File: src/rtl/parity_arb_pkg.sv
// -----------------------------------------------------------------------------
// parity_arb_pkg
//
// Purpose:
//   Shared definitions for the parity_share_arb front end and for other parity
//   users in the verification environment.
//
// Contents:
//   state_t      FSM state encoding (IDLE, RESP)
//   PAR_MAXW     widest operand the shared parity function accepts
//   id_width()   width of a requester index for a given requester count
//   xor_reduce() XOR of all bits of an operand (even parity bit)
// -----------------------------------------------------------------------------
package parity_arb_pkg;

  typedef enum logic [0:0] {
    IDLE = 1'b0,
    RESP = 1'b1
  } state_t;

  localparam int PAR_MAXW = 32;

  // Index width for n requesters; never less than one bit.
  function automatic int id_width(input int n);
    return (n < 2) ? 1 : $clog2(n);
  endfunction

  // Callers zero-extend narrower operands; zero bits do not change the XOR.
  function automatic logic xor_reduce(input logic [PAR_MAXW-1:0] d);
    return ^d;
  endfunction

endpackage

File: src/rtl/xor_reduce.sv
// -----------------------------------------------------------------------------
// xor_reduce
//
// Purpose:
//   Purely combinational parity datapath shared by all requesters of
//   parity_share_arb. The output is the XOR of every input bit.
//
// Parameters:
//   WIDTH     operand width in bits (1..32)
//
// Ports:
//   i_data    input  [WIDTH-1:0]  operand
//   o_parity  output              XOR of all bits of i_data
// -----------------------------------------------------------------------------
module xor_reduce #(
  parameter int WIDTH = 3
) (
  input  logic [WIDTH-1:0] i_data,
  output logic             o_parity
);

  logic [parity_arb_pkg::PAR_MAXW-1:0] w_data_ext;

  assign w_data_ext = parity_arb_pkg::PAR_MAXW'(i_data);
  assign o_parity   = parity_arb_pkg::xor_reduce(w_data_ext);

endmodule

File: src/rtl/parity_share_arb.sv
// -----------------------------------------------------------------------------
// parity_share_arb
//
// Purpose:
//   Arbitrated front end that lets NREQ requesters share one xor_reduce
//   datapath. A granted operand is captured together with its parity and the
//   requester index, and is presented as one registered response on a single
//   valid/ready output channel. op_cnt counts completed response handshakes.
//
// Configuration macro:
//   RR_ARB_EN  defined   : round-robin arbitration; search starts at ptr+1
//              undefined : fixed priority, lowest index wins; no pointer
//
// Parameters:
//   NREQ   number of requesters (2..16)
//   WIDTH  operand width (1..32)
//   CNTW   width of op_cnt
//
// Ports:
//   clk         input               clock, rising edge
//   rst         input               asynchronous active-high reset
//   req_valid   input  [NREQ-1:0]   per-requester operand valid
//   req_data    input  [NREQ*WIDTH-1:0] operand i at [i*WIDTH +: WIDTH]
//   req_ready   output [NREQ-1:0]   one-hot grant (combinational)
//   rsp_valid   output              response valid
//   rsp_ready   input               response accepted
//   rsp_id      output [IDW-1:0]    index of granted requester
//   rsp_data    output [WIDTH-1:0]  captured operand
//   rsp_parity  output              XOR of rsp_data
//   op_cnt      output [CNTW-1:0]   completed response handshakes (wraps)
//   busy        output              rsp_valid or any req_valid
//
// FSM:
//   IDLE | no response held, accept any request
//   RESP | response held; accept a new request only when rsp_ready is high
// -----------------------------------------------------------------------------
module parity_share_arb
  import parity_arb_pkg::*;
#(
  parameter int NREQ  = 4,
  parameter int WIDTH = 3,
  parameter int CNTW  = 16
) (
  input  logic                        clk,
  input  logic                        rst,
  input  logic [NREQ-1:0]             req_valid,
  input  logic [NREQ*WIDTH-1:0]       req_data,
  output logic [NREQ-1:0]             req_ready,
  output logic                        rsp_valid,
  input  logic                        rsp_ready,
  output logic [id_width(NREQ)-1:0]   rsp_id,
  output logic [WIDTH-1:0]            rsp_data,
  output logic                        rsp_parity,
  output logic [CNTW-1:0]             op_cnt,
  output logic                        busy
);

  localparam int IDW = id_width(NREQ);

  state_t           r_state;
  logic             r_rsp_valid;
  logic [IDW-1:0]   r_rsp_id;
  logic [WIDTH-1:0] r_rsp_data;
  logic             r_rsp_parity;
  logic [CNTW-1:0]  r_op_cnt;
`ifdef RR_ARB_EN
  logic [IDW-1:0]   r_ptr;
`endif

  logic             w_accept;
  logic             w_found;
  logic [IDW-1:0]   w_win;
  logic             w_grant;
  logic [WIDTH-1:0] w_win_data;
  logic             w_win_parity;

  // ---------------------------------------------------------------------------
  // Arbiter
  // ---------------------------------------------------------------------------
  always_comb begin : arb
    int idx;
    w_found = 1'b0;
    w_win   = '0;
    idx     = 0;
`ifdef RR_ARB_EN
    for (int k = 0; k < NREQ; k++) begin
      // ptr <= NREQ-1 and k <= NREQ-1, so a single subtraction wraps it;
      // the explicit compare keeps non-power-of-2 NREQ correct.
      idx = int'(r_ptr) + 1 + k;
      if (idx > NREQ - 1) begin
        idx = idx - NREQ;
      end
      if (!w_found && req_valid[IDW'(idx)]) begin
        w_found = 1'b1;
        w_win   = IDW'(idx);
      end
    end
`else
    for (int k = 0; k < NREQ; k++) begin
      idx = k;
      if (!w_found && req_valid[IDW'(idx)]) begin
        w_found = 1'b1;
        w_win   = IDW'(idx);
      end
    end
`endif
  end

  assign w_accept = (r_state == IDLE) | ((r_state == RESP) & rsp_ready);
  // rst gates the grant so no requester sees an accept while in reset.
  assign w_grant  = w_accept & w_found & ~rst;

  always_comb begin
    req_ready = '0;
    if (w_grant) begin
      req_ready = NREQ'(1) << w_win;
    end
  end

  assign w_win_data = req_data[int'(w_win)*WIDTH +: WIDTH];

  xor_reduce #(
    .WIDTH (WIDTH)
  ) u_xor_reduce (
    .i_data   (w_win_data),
    .o_parity (w_win_parity)
  );

  // ---------------------------------------------------------------------------
  // FSM, response registers and handshake counter
  // ---------------------------------------------------------------------------
  always_ff @(posedge clk or posedge rst) begin
    if (rst) begin
      r_state      <= IDLE;
      r_rsp_valid  <= 1'b0;
      r_rsp_id     <= '0;
      r_rsp_data   <= '0;
      r_rsp_parity <= 1'b0;
      r_op_cnt     <= '0;
`ifdef RR_ARB_EN
      r_ptr        <= IDW'(NREQ - 1);
`endif
    end else begin
      // Counts the response leaving this cycle, even if a new one loads now.
      if (r_rsp_valid && rsp_ready) begin
        r_op_cnt <= r_op_cnt + CNTW'(1);
      end

      if (w_grant) begin
        r_state      <= RESP;
        r_rsp_valid  <= 1'b1;
        r_rsp_id     <= w_win;
        r_rsp_data   <= w_win_data;
        r_rsp_parity <= w_win_parity;
`ifdef RR_ARB_EN
        r_ptr        <= w_win;
`endif
      end else if ((r_state == RESP) && rsp_ready) begin
        r_state     <= IDLE;
        r_rsp_valid <= 1'b0;
      end
    end
  end

  assign rsp_valid  = r_rsp_valid;
  assign rsp_id     = r_rsp_id;
  assign rsp_data   = r_rsp_data;
  assign rsp_parity = r_rsp_parity;
  assign op_cnt     = r_op_cnt;
  assign busy       = r_rsp_valid | (|req_valid);

endmodule

File: config.mk
export PLATFORM = sky130hd
export DESIGN_NAME = parity_share_arb
export DESIGN_NICKNAME = d
export VERILOG_FILES = /design/src/rtl/parity_arb_pkg.sv /design/src/rtl/xor_reduce.sv /design/src/rtl/parity_share_arb.sv
export SDC_FILE = /design/constraint.sdc
export NUM_CORES = 1
export LEC_CHECK = 0
export CAP_MARGIN = 10
export CORE_MARGIN = 5
export CORE_UTILIZATION = 41
export CTS_CLUSTER_DIAMETER = 80
export CTS_CLUSTER_SIZE = 10
export DETAILED_ROUTE_END_ITERATION = 7
export MAX_ROUTING_LAYER = met4
export PLACE_DENSITY_LB_ADDON = 0.15
export RECOVER_POWER = 25
export SETUP_SLACK_MARGIN = 0.4
export SYNTH_ARGS = -nofsm -noshare
export SYNTH_HDL_FRONTEND = slang
export SYNTH_SLANG_ARGS = --single-unit
File: constraint.sdc
create_clock -name clk -period 2.2 [get_ports clk]
set_clock_uncertainty 0.05 [all_clocks]
set_input_delay 0.44 -clock clk [delete_from_list [all_inputs] [get_ports clk]]
set_output_delay 0.44 -clock clk [all_outputs]
set_load 0.005 [all_outputs]
==> Word level (Yosys, flattened, before mapping) <==
Cells that the tools add are included.
{ "word_totals": {"ff_bits": 23, "latch_bits": 0, "mem_bits_rw": 0, "mem_bits_ro": 0, "input_bits": 19, "output_inout_bits": 28, "wordCells": 28, "memories": 0} }
{ "classes": {"add_sub_neg": 1, "mul": 1, "div_mod_pow": 0, "n_lt_le_gt_ge": 0, "eq_ne": 0, "n_shift": 2, "mux": 6, "bitwise": 7, "reduce_logical": 6} }
{ "op_table": {"columns": ["cell", "n"], "rows": [
  ["$reduce_xor 32->1", 1],
  ["$add 16x1->16 const B", 1],
  ["$shiftx 12x5->3", 1],
  ["$mux 1", 5],
  ["$mul 2x2->4 const B", 1],
  ["$mux 4", 1],
  ["$reduce_or 4->1", 1],
  ["$shl 1x2->4 const A", 1],
  ["$and 1x1->1", 3],
  ["$logic_and 1x1->1", 2],
  ["$not 1->1", 2],
  ["$or 1x1->1", 2],
  ["$reduce_bool 2->1", 1],
  ["$logic_not 1->1", 1]
]} }

==> Depth between registers and ports, before layout <==
Gate-level depths: netlist (run 1).
{ "depth": {"word_depth": 7, "depth_mapped": 5} }

==> By module <==
A second synthesis (run 1) with hierarchy kept.
{ "hier_totals": {"hier_cells": 92, "area_unflattened_um2": 1079.8} }
{ "by_module_without_submodules": {"columns": ["mod", "n_inst", "cells_each", "area_each_um2", "seq_area_each_um2"], "rows": [
  ["parity_share_arb", 1, 91, 1056.0, 550.5],
  ["xor_reduce", 1, 1, 23.8, 0.0]
]} }

==> Worst setup path before layout (run 1) <==
Ideal clock, no wire load.
{ "synth_path": {"path_type": "input -> register", "start": "input rsp_ready", "end": "register r_op_cnt[15], in the netlist op_cnt[15]", "setup_time_ns": 0.123, "arrival_ns": 1.481, "path_slack_ns": 0.546, "stages": 4, "n_path_buf": 0, "path_cell_list": "and3_1 -> nand4_4 -> or4_4 -> xnor2_2"} }
{ "synth_between": {"elab_chain_len": 1} }
{ "synth_lines": {"columns": ["item", "line_no", "text"], "rows": [
  ["start, declared", "parity_share_arb.sv:50", "input logic rsp_ready,"],
  ["$logic_and 1x1->1", null, null],
  ["end signal, assigned", "parity_share_arb.sv:146", "r_op_cnt <= r_op_cnt + CNTW'(1);"],
  ["end, declared", "parity_share_arb.sv:65", "logic [CNTW-1:0] r_op_cnt;"]
]} }
No other way between the ends.
A chain may end at the register's enable or synchronous reset.

==> results of run 1 <==
## worst max-delay path by stage
stage | from | end | slack [ns]
6_report | rsp_valid | req_ready[0] | 0.43
5_1_grt | rst | op_cnt[1] | 0.31
4_1_cts | rsp_valid | req_ready[1] | 0.39
3_5_place_dp | rsp_ready | req_ready[0] | -0.09
3_3_place_gp | rsp_ready | req_ready[0] | -0.06
2_1_floorplan | rsp_ready | op_cnt[15] | 0.55
## tightest hold or removal path: stages
cell and delay (ns):
dlygate4sd2_1 0.26, clkbuf_1 0.12, inv_1 0.11
## final cells by class
type	instances	area (um^2)
Sequential cell	22	553
Clock buffer	3	22.5
Inverter	2	7.51
Fill cell	205	816
Tap cell	30	37.5
Multi-Input combinational cell	72	508
Clock inverter	1	30.0
Timing Repair Buffer	61	526
## placed cells by master, fill, tap and decap left out, types with 2 or more instances in the layout
cell type / count
a21oi_1: 4
buf_4: 21
clkbuf_1: 2
clkbuf_2: 2
clkbuf_4: 3
clkdlybuf4s50_1: 29
conb_1: 3
dfrtp_1: 20
dfrtp_2: 2
dlygate4sd2_1: 5
inv_1: 2
mux2_2: 2
mux2i_1: 4
nand2_1: 7
nand2b_1: 2
nand3_1: 6
nand4_1: 3
nor2_1: 10
nor3_2: 2
xnor2_1: 13
xor2_1: 4
## metrics by stage
step	worst slack [ns]	hold WS [ns]	util (%)	total power, mW
6_report	0.428	0.215	67.4	1.32
5_1_grt	0.314	0.224	67.4	1.39
4_1_cts	0.393	0.213	66.2	1.32
3_5_place_dp	-0.0897	0.431	61.2	0.917
3_3_place_gp	-0.0583	0.432	61.2	0.913
2_1_floorplan	0.546	0.379	-	0.700
## routing by layer
layer | track usage [%] | up-vias | part of all wire (%)
li1 | - | 444 | -
met1 | 16.1 | 421 | 44
met3 | 4.40 | 4 | 3.8
met2 | 25.1 | 26 | 50
met5 | - | - | 0
met4 | 2.17 | 0 | 1.2
## cell families after synthesis
logic type	count (synthesis)	synth area share [%]
buffers and inverters	6	3.15
XOR/XNOR	18	15.4
flip-flops	22	51.3
AND/OR/NAND/NOR	40	20.9
multiplexers	6	5.83
AO/OA/AOI/OAI	4	1.87
other	1	0.350
adder cells (fa/ha/maj)	1	1.17
## what timing repair did
| item | in CTS | in global routing |
|---|---|---|
| pin swaps | 3 | 0 |
| buffers inserted | 9 | 6 |
| gates resized for setup | 19 | 3 |
| hold endpoints to repair | 0 | 0 |
| endpoints found under the setup margin | 11 | 8 |
## power groups by stage
| stage | logic, mW | registers (mW) | clock network [mW] |
|---|---|---|---|
| 2_1_floorplan | 0.130 | 0.570 | 0 |
| 3_3_place_gp | 0.336 | 0.577 | 0 |
| 3_5_place_dp | 0.338 | 0.580 | 0 |
| 4_1_cts | 0.447 | 0.541 | 0.327 |
| 5_1_grt | 0.506 | 0.549 | 0.334 |
| 6_report | 0.470 | 0.539 | 0.316 |
## flip-flops by register name, summed over array words and instances (netlist names)
name,cells
rsp_valid,1
rsp_parity,1
op_cnt,16
rsp_data,3
rsp_id,1
==> impl_metrics.env, run 1 <==
export IMPL_synth_edff_count=0
export IMPL_insertion_delay_ns=0.32
export IMPL_grt_start_max_net_pins=21
export IMPL_stdcell_area_um2=1680
export IMPL_wl_per_cell_um=12.4
export IMPL_post_route_drc_count=0
export IMPL_rr_startpoint="op_cnt[3]"
export IMPL_min_period_over_period_pct=80.6
export IMPL_reg2reg_to="op_cnt[15]"
export IMPL_cts_root_buf="clkbuf_4"
export IMPL_die_x_um=61.1
export IMPL_ir_worst_vdd_mv=0.614
export IMPL_dp_hpwl_um=1700
export IMPL_chipHeight_um=61.1
export IMPL_start_util_pct=42.9
export IMPL_power_frac_clock_pct=23.8
export IMPL_syn_area_um2=1070
export IMPL_r2r_cells=5
export IMPL_cp_end_kind="primary output"
export IMPL_p_int_mw=0.967
export IMPL_antenna_cells=0
export IMPL_status="finished, final reports clean"
export IMPL_placedCellCount=172
export IMPL_synth_seq_area_share_pct=51.3
export IMPL_finalSetupViolations=0
export IMPL_synthTopCellsByCount="dfrtp_1 (22), xnor2_1 (13), nor2_1 (11)"
export IMPL_grt_setup_unrepaired="yes"
export IMPL_yosysWarnings=0
export IMPL_worst_path_stages=4
export IMPL_grt_pass1_wl_um=3860
export IMPL_async_reset_ff_share_pct=100
export IMPL_nets=182
export IMPL_yosysMostFrequentCell="dfrtp_1"
export IMPL_power_frac_seq_pct=40.7
export IMPL_yosysUniqueCellTypes=26
export IMPL_cts_made_buffers=3
export IMPL_cts_buffer_depth=2
export IMPL_vias=895
export IMPL_drive_above_1_share_pct=26.7
export IMPL_path_class="reg -> out"
export IMPL_cts_sinks=22
export IMPL_viasPerCell=4.69
export IMPL_yosysTopAreaCellShare_pct=51.3
export IMPL_synthCells=98
export IMPL_ant_nets=0
export IMPL_grt_pass1_vias=914
export IMPL_place_area_um2=1530
export IMPL_synth_seq_cells=22
export IMPL_reg2reg_slack_ns=0.53
export IMPL_htree_levels=1
export IMPL_grt_overflow=0
export IMPL_p_comb_share_pct=35.5
export IMPL_period_minus_slack_ns=1.77
export IMPL_drt_pass1_iterations=4
export IMPL_power_density_nw_per_um2=786
export IMPL_antenna_found_initial=0
export IMPL_die_area_um2=3740
export IMPL_hold_viol_final=0
export IMPL_synthTopCellsByArea="dfrtp_1 (51%), xnor2_1 (11%), nor2_1 (3.9%), mux2i_1 (3.7%), xor2_1 (3.3%)"
export IMPL_fin_cells=191
export IMPL_numPortBuffers=37
export IMPL_area_delta_synth_final_pct=57.1
export IMPL_hp_class="in -> async"
export IMPL_maxSlewHeadroom_pct=30.0
export IMPL_routabilityCongestion=0.756
export IMPL_synth_top_flop_cell="dfrtp_1"
export IMPL_crit_chain="nor2b_2, nor2_1, and2_4, buf_2"
export IMPL_critPathArrivalTime_ns=1.28
export IMPL_crit_slowest_cell="dfrtp_1"
export IMPL_rows=18
export IMPL_sw_frac_of_total_pct=27.0
export IMPL_cp_start_kind="flop"
export IMPL_crit_fanout=3
export IMPL_cp_top_family="simple AND/OR/NAND/NOR gates"
export IMPL_cts_tree="yes"
export IMPL_max_slew_worst_pin_slew_ns=1.05
export IMPL_max_cap_violations=0
export IMPL_drt_initial_drc_count=15
export IMPL_cp_num_buf_inv=1
export IMPL_grt_util_all_layers_pct=14.2
export IMPL_switchingPower_mw=0.357
export IMPL_slowest_delay_ns=0.40
export IMPL_max_freq_mhz=564
export IMPL_io_pins=47
export IMPL_cts_hold_buf=0
export IMPL_drt_total_wl_um=2360
export IMPL_fp_coreArea_um2=2500
export IMPL_power_leakage_nw=0.786
export IMPL_cts_clk_slew_worst_paths_ns=0.12
export IMPL_maxSlewViolCount=0
export IMPL_syn_mean_instance_area_um2=10.9
export IMPL_synth_top_cell_by_area="dfrtp_1"
export IMPL_required_ns=1.71
export IMPL_fin_tns_setup_ns=0
No activity file was read; power rests on OpenSTA's default activity.
==> run 2: changes to the inputs <==
--- a/config.mk
+++ b/config.mk
@@ -7,7 +7,7 @@
 export LEC_CHECK = 0
 export CAP_MARGIN = 10
 export CORE_MARGIN = 5
-export CORE_UTILIZATION = 41
+export CORE_UTILIZATION = 37
 export CTS_CLUSTER_DIAMETER = 80
 export CTS_CLUSTER_SIZE = 10
 export DETAILED_ROUTE_END_ITERATION = 7
==> constraint.sdc (replaced) <==
create_clock -name clk -period 1.5 [get_ports clk]
set_clock_uncertainty 0.05 [all_clocks]
set_input_delay 0.3 -clock clk [delete_from_list [all_inputs] [get_ports clk]]
set_output_delay 0.3 -clock clk [all_outputs]
set_load 0.005 [all_outputs]
==> impl_metrics.env, run 2 (same netlist as run 1, synthesis figures left out) <==
export IMPL_hold_slack_ns=0.148
export IMPL_critPathArrivalTime_ns=1.78
export IMPL_ir_worst_vdd_mv=1.41
export IMPL_grt_overflow=0
export IMPL_grt_start_max_net_pins=14
export IMPL_crit_slowest_cell="or4_4"
export IMPL_viasPerCell=4.95
export IMPL_status="complete, but fails checks"
export IMPL_numPortBuffers=37
export IMPL_power_density_nw_per_um2=1200
export IMPL_nets=225
export IMPL_chipHeight_um=63.8
export IMPL_antenna_found_initial=0
export IMPL_maxSlewViolCount=0
export IMPL_routabilityCongestion=0.790
export IMPL_cp_start_kind="flop"
export IMPL_nFillCells=148
export IMPL_layout_commonest_cell="buf_4"
export IMPL_die_area_um2=4070
export IMPL_cp_endpoint="op_cnt[15]"
export IMPL_crit_fanout=2
export IMPL_min_period_over_period_pct=107
export IMPL_post_route_drc_count=0
export IMPL_period_minus_slack_ns=1.61
export IMPL_grt_pass1_vias=1203
export IMPL_largest_reg_flops=16
export IMPL_cts_clk_slew_worst_paths_ns=0.14
export IMPL_vias=1163
export IMPL_cts_tree="yes"
export IMPL_antenna_cells=0
export IMPL_reg2reg_slack_ns=-0.11
export IMPL_r2r_cells=5
export IMPL_power_leakage_nw=1.16
export IMPL_p_comb_share_pct=54.3
export IMPL_place_ws_ns=-0.542
export IMPL_rr_startpoint="op_cnt[6]"
export IMPL_reg2reg_to="op_cnt[15]"
export IMPL_fp_coreArea_um2=2760
export IMPL_violations="negative setup slack"
export IMPL_drt_total_wl_um=3760
export IMPL_cp_end_kind="flop"
export IMPL_hp_class="in -> async"
export IMPL_crit_start="op_cnt[6]"
export IMPL_power_frac_seq_pct=28.8
export IMPL_grt_pass1_wl_um=5260
export IMPL_drt_pass1_iterations=4
export IMPL_htree_levels=1
export IMPL_io_pins=47
export IMPL_fin_ws_ns=-0.111
export IMPL_max_cap_violations=0
export IMPL_cts_root_buf="clkbuf_4"
export IMPL_p_total_mw=2.71
export IMPL_multiInputGateArea_um2=708
export IMPL_dp_hpwl_um=2040
export IMPL_sw_frac_of_total_pct=29.3
export IMPL_insertion_delay_ns=0.31
export IMPL_ant_nets=0
export IMPL_cts_hold_buf=0
export IMPL_cts_sinks=22
export IMPL_area_delta_synth_final_pct=110
export IMPL_switchingPower_mw=0.795
export IMPL_seq_area_um2=552
export IMPL_placedCellCount=187
export IMPL_fin_tns_setup_ns=-0.214
export IMPL_required_ns=1.67
export IMPL_cts_buffer_depth=2
export IMPL_slowest_delay_ns=0.44
export IMPL_grt_util_all_layers_pct=16.5
export IMPL_max_freq_mhz=621
export IMPL_hold_viol_final=0
export IMPL_path_class="reg -> reg"
export IMPL_wl_per_cell_um=16.0
export IMPL_finalSetupViolations=4
export IMPL_drive_above_1_share_pct=65.7
export IMPL_mostFrequentLayoutCells="buf_4 (42), buf_6 (34), dfrtp_1 (21)"
export IMPL_grt_setup_unrepaired="yes"
export IMPL_die_x_um=63.8
export IMPL_drt_initial_drc_count=40
export IMPL_rows=19
export IMPL_cts_made_buffers=3
export IMPL_power_frac_clock_pct=17.0
export IMPL_start_util_pct=38.9
export IMPL_p_int_mw=1.92
export IMPL_crit_chain="buf_4, and4_4, nand4_4, or4_4, xnor2_2"
export IMPL_fin_cells=235
==> run 2: cell count changes in the layout (fill, tap and decap cells not counted), sizes merged <==
cell | previous run | this run
buf | 23 | 92
clkbuf | 7 | 3
dlygate4sd2 | 5 | 4
clkdlybuf4s50 | 29 | 8
==> run 2: per-stage QoR <==
step                      util, %  cell area [um^2]
after floorplan                 -              1110
after global placement       60.4              1670
after detailed placement     60.4              1670
after CTS                    74.6              2060
after global routing         81.7              2250
final                        81.7              2250
==> run 2: critical path, delay by kind of cell, from the launching register on <==
family | cells | cell delay, ns
and+or+nand+nor | 3 | 0.79
DFF | 1 | 0.42
xor gates and xnor gates | 1 | 0.14
buffers and inverters | 1 | 0.12
==> run 2: repair_timing <==
action | in CTS | in global routing
setup endpoints to repair | 46 | 47
pin swaps | 20 | 14
buffers inserted | 34 | 10
resized for setup | 150 | 24
==> run 2: power by group through the flow <==
stage                     Sequential [mW]  Combinational (mW)  Clock [mW]
after floorplan                     0.840               0.207           0
after global placement              0.780               0.713           0
after detailed placement            0.782               0.737           0
after CTS                           0.764                1.25       0.477
after global routing                0.789                1.57       0.497
final                               0.781                1.47       0.460
==> run 2: worst min-delay path by stage <==
stage / from / to / slack (ns) / depth (start not counted)
6_report: rst / rsp_parity / 0.15 / 3
5_1_grt: rst / rsp_data[1] / 0.16 / 3
4_1_cts: rst / rsp_parity / 0.15 / 3
3_5_place_dp: op_cnt[15] / op_cnt[15] / 0.44 / 1
3_3_place_gp: op_cnt[12] / op_cnt[12] / 0.43 / 1
2_1_floorplan: rst / op_cnt[10] / 0.24 / 1
==> run 2: final cells by class <==
cell class                      count  share of cell area (%)
Tap cell                           31                    1.72
Sequential cell                    22                    24.5
Inverter                            2                   0.333
Timing Repair Buffer              104                    39.7
Clock buffer                        3                    1.00
Clock inverter                      1                    1.33
Multi-Input combinational cell     72                    31.4
==> run 2: layer usage <==
layer	vias to the layer above	routed length, um	track usage, %
met1	554	1330	17.8
met2	51	2020	29.0
li1	536	-	-
met4	0	227	7.27
met3	22	181	3.33
met5	-	0	-
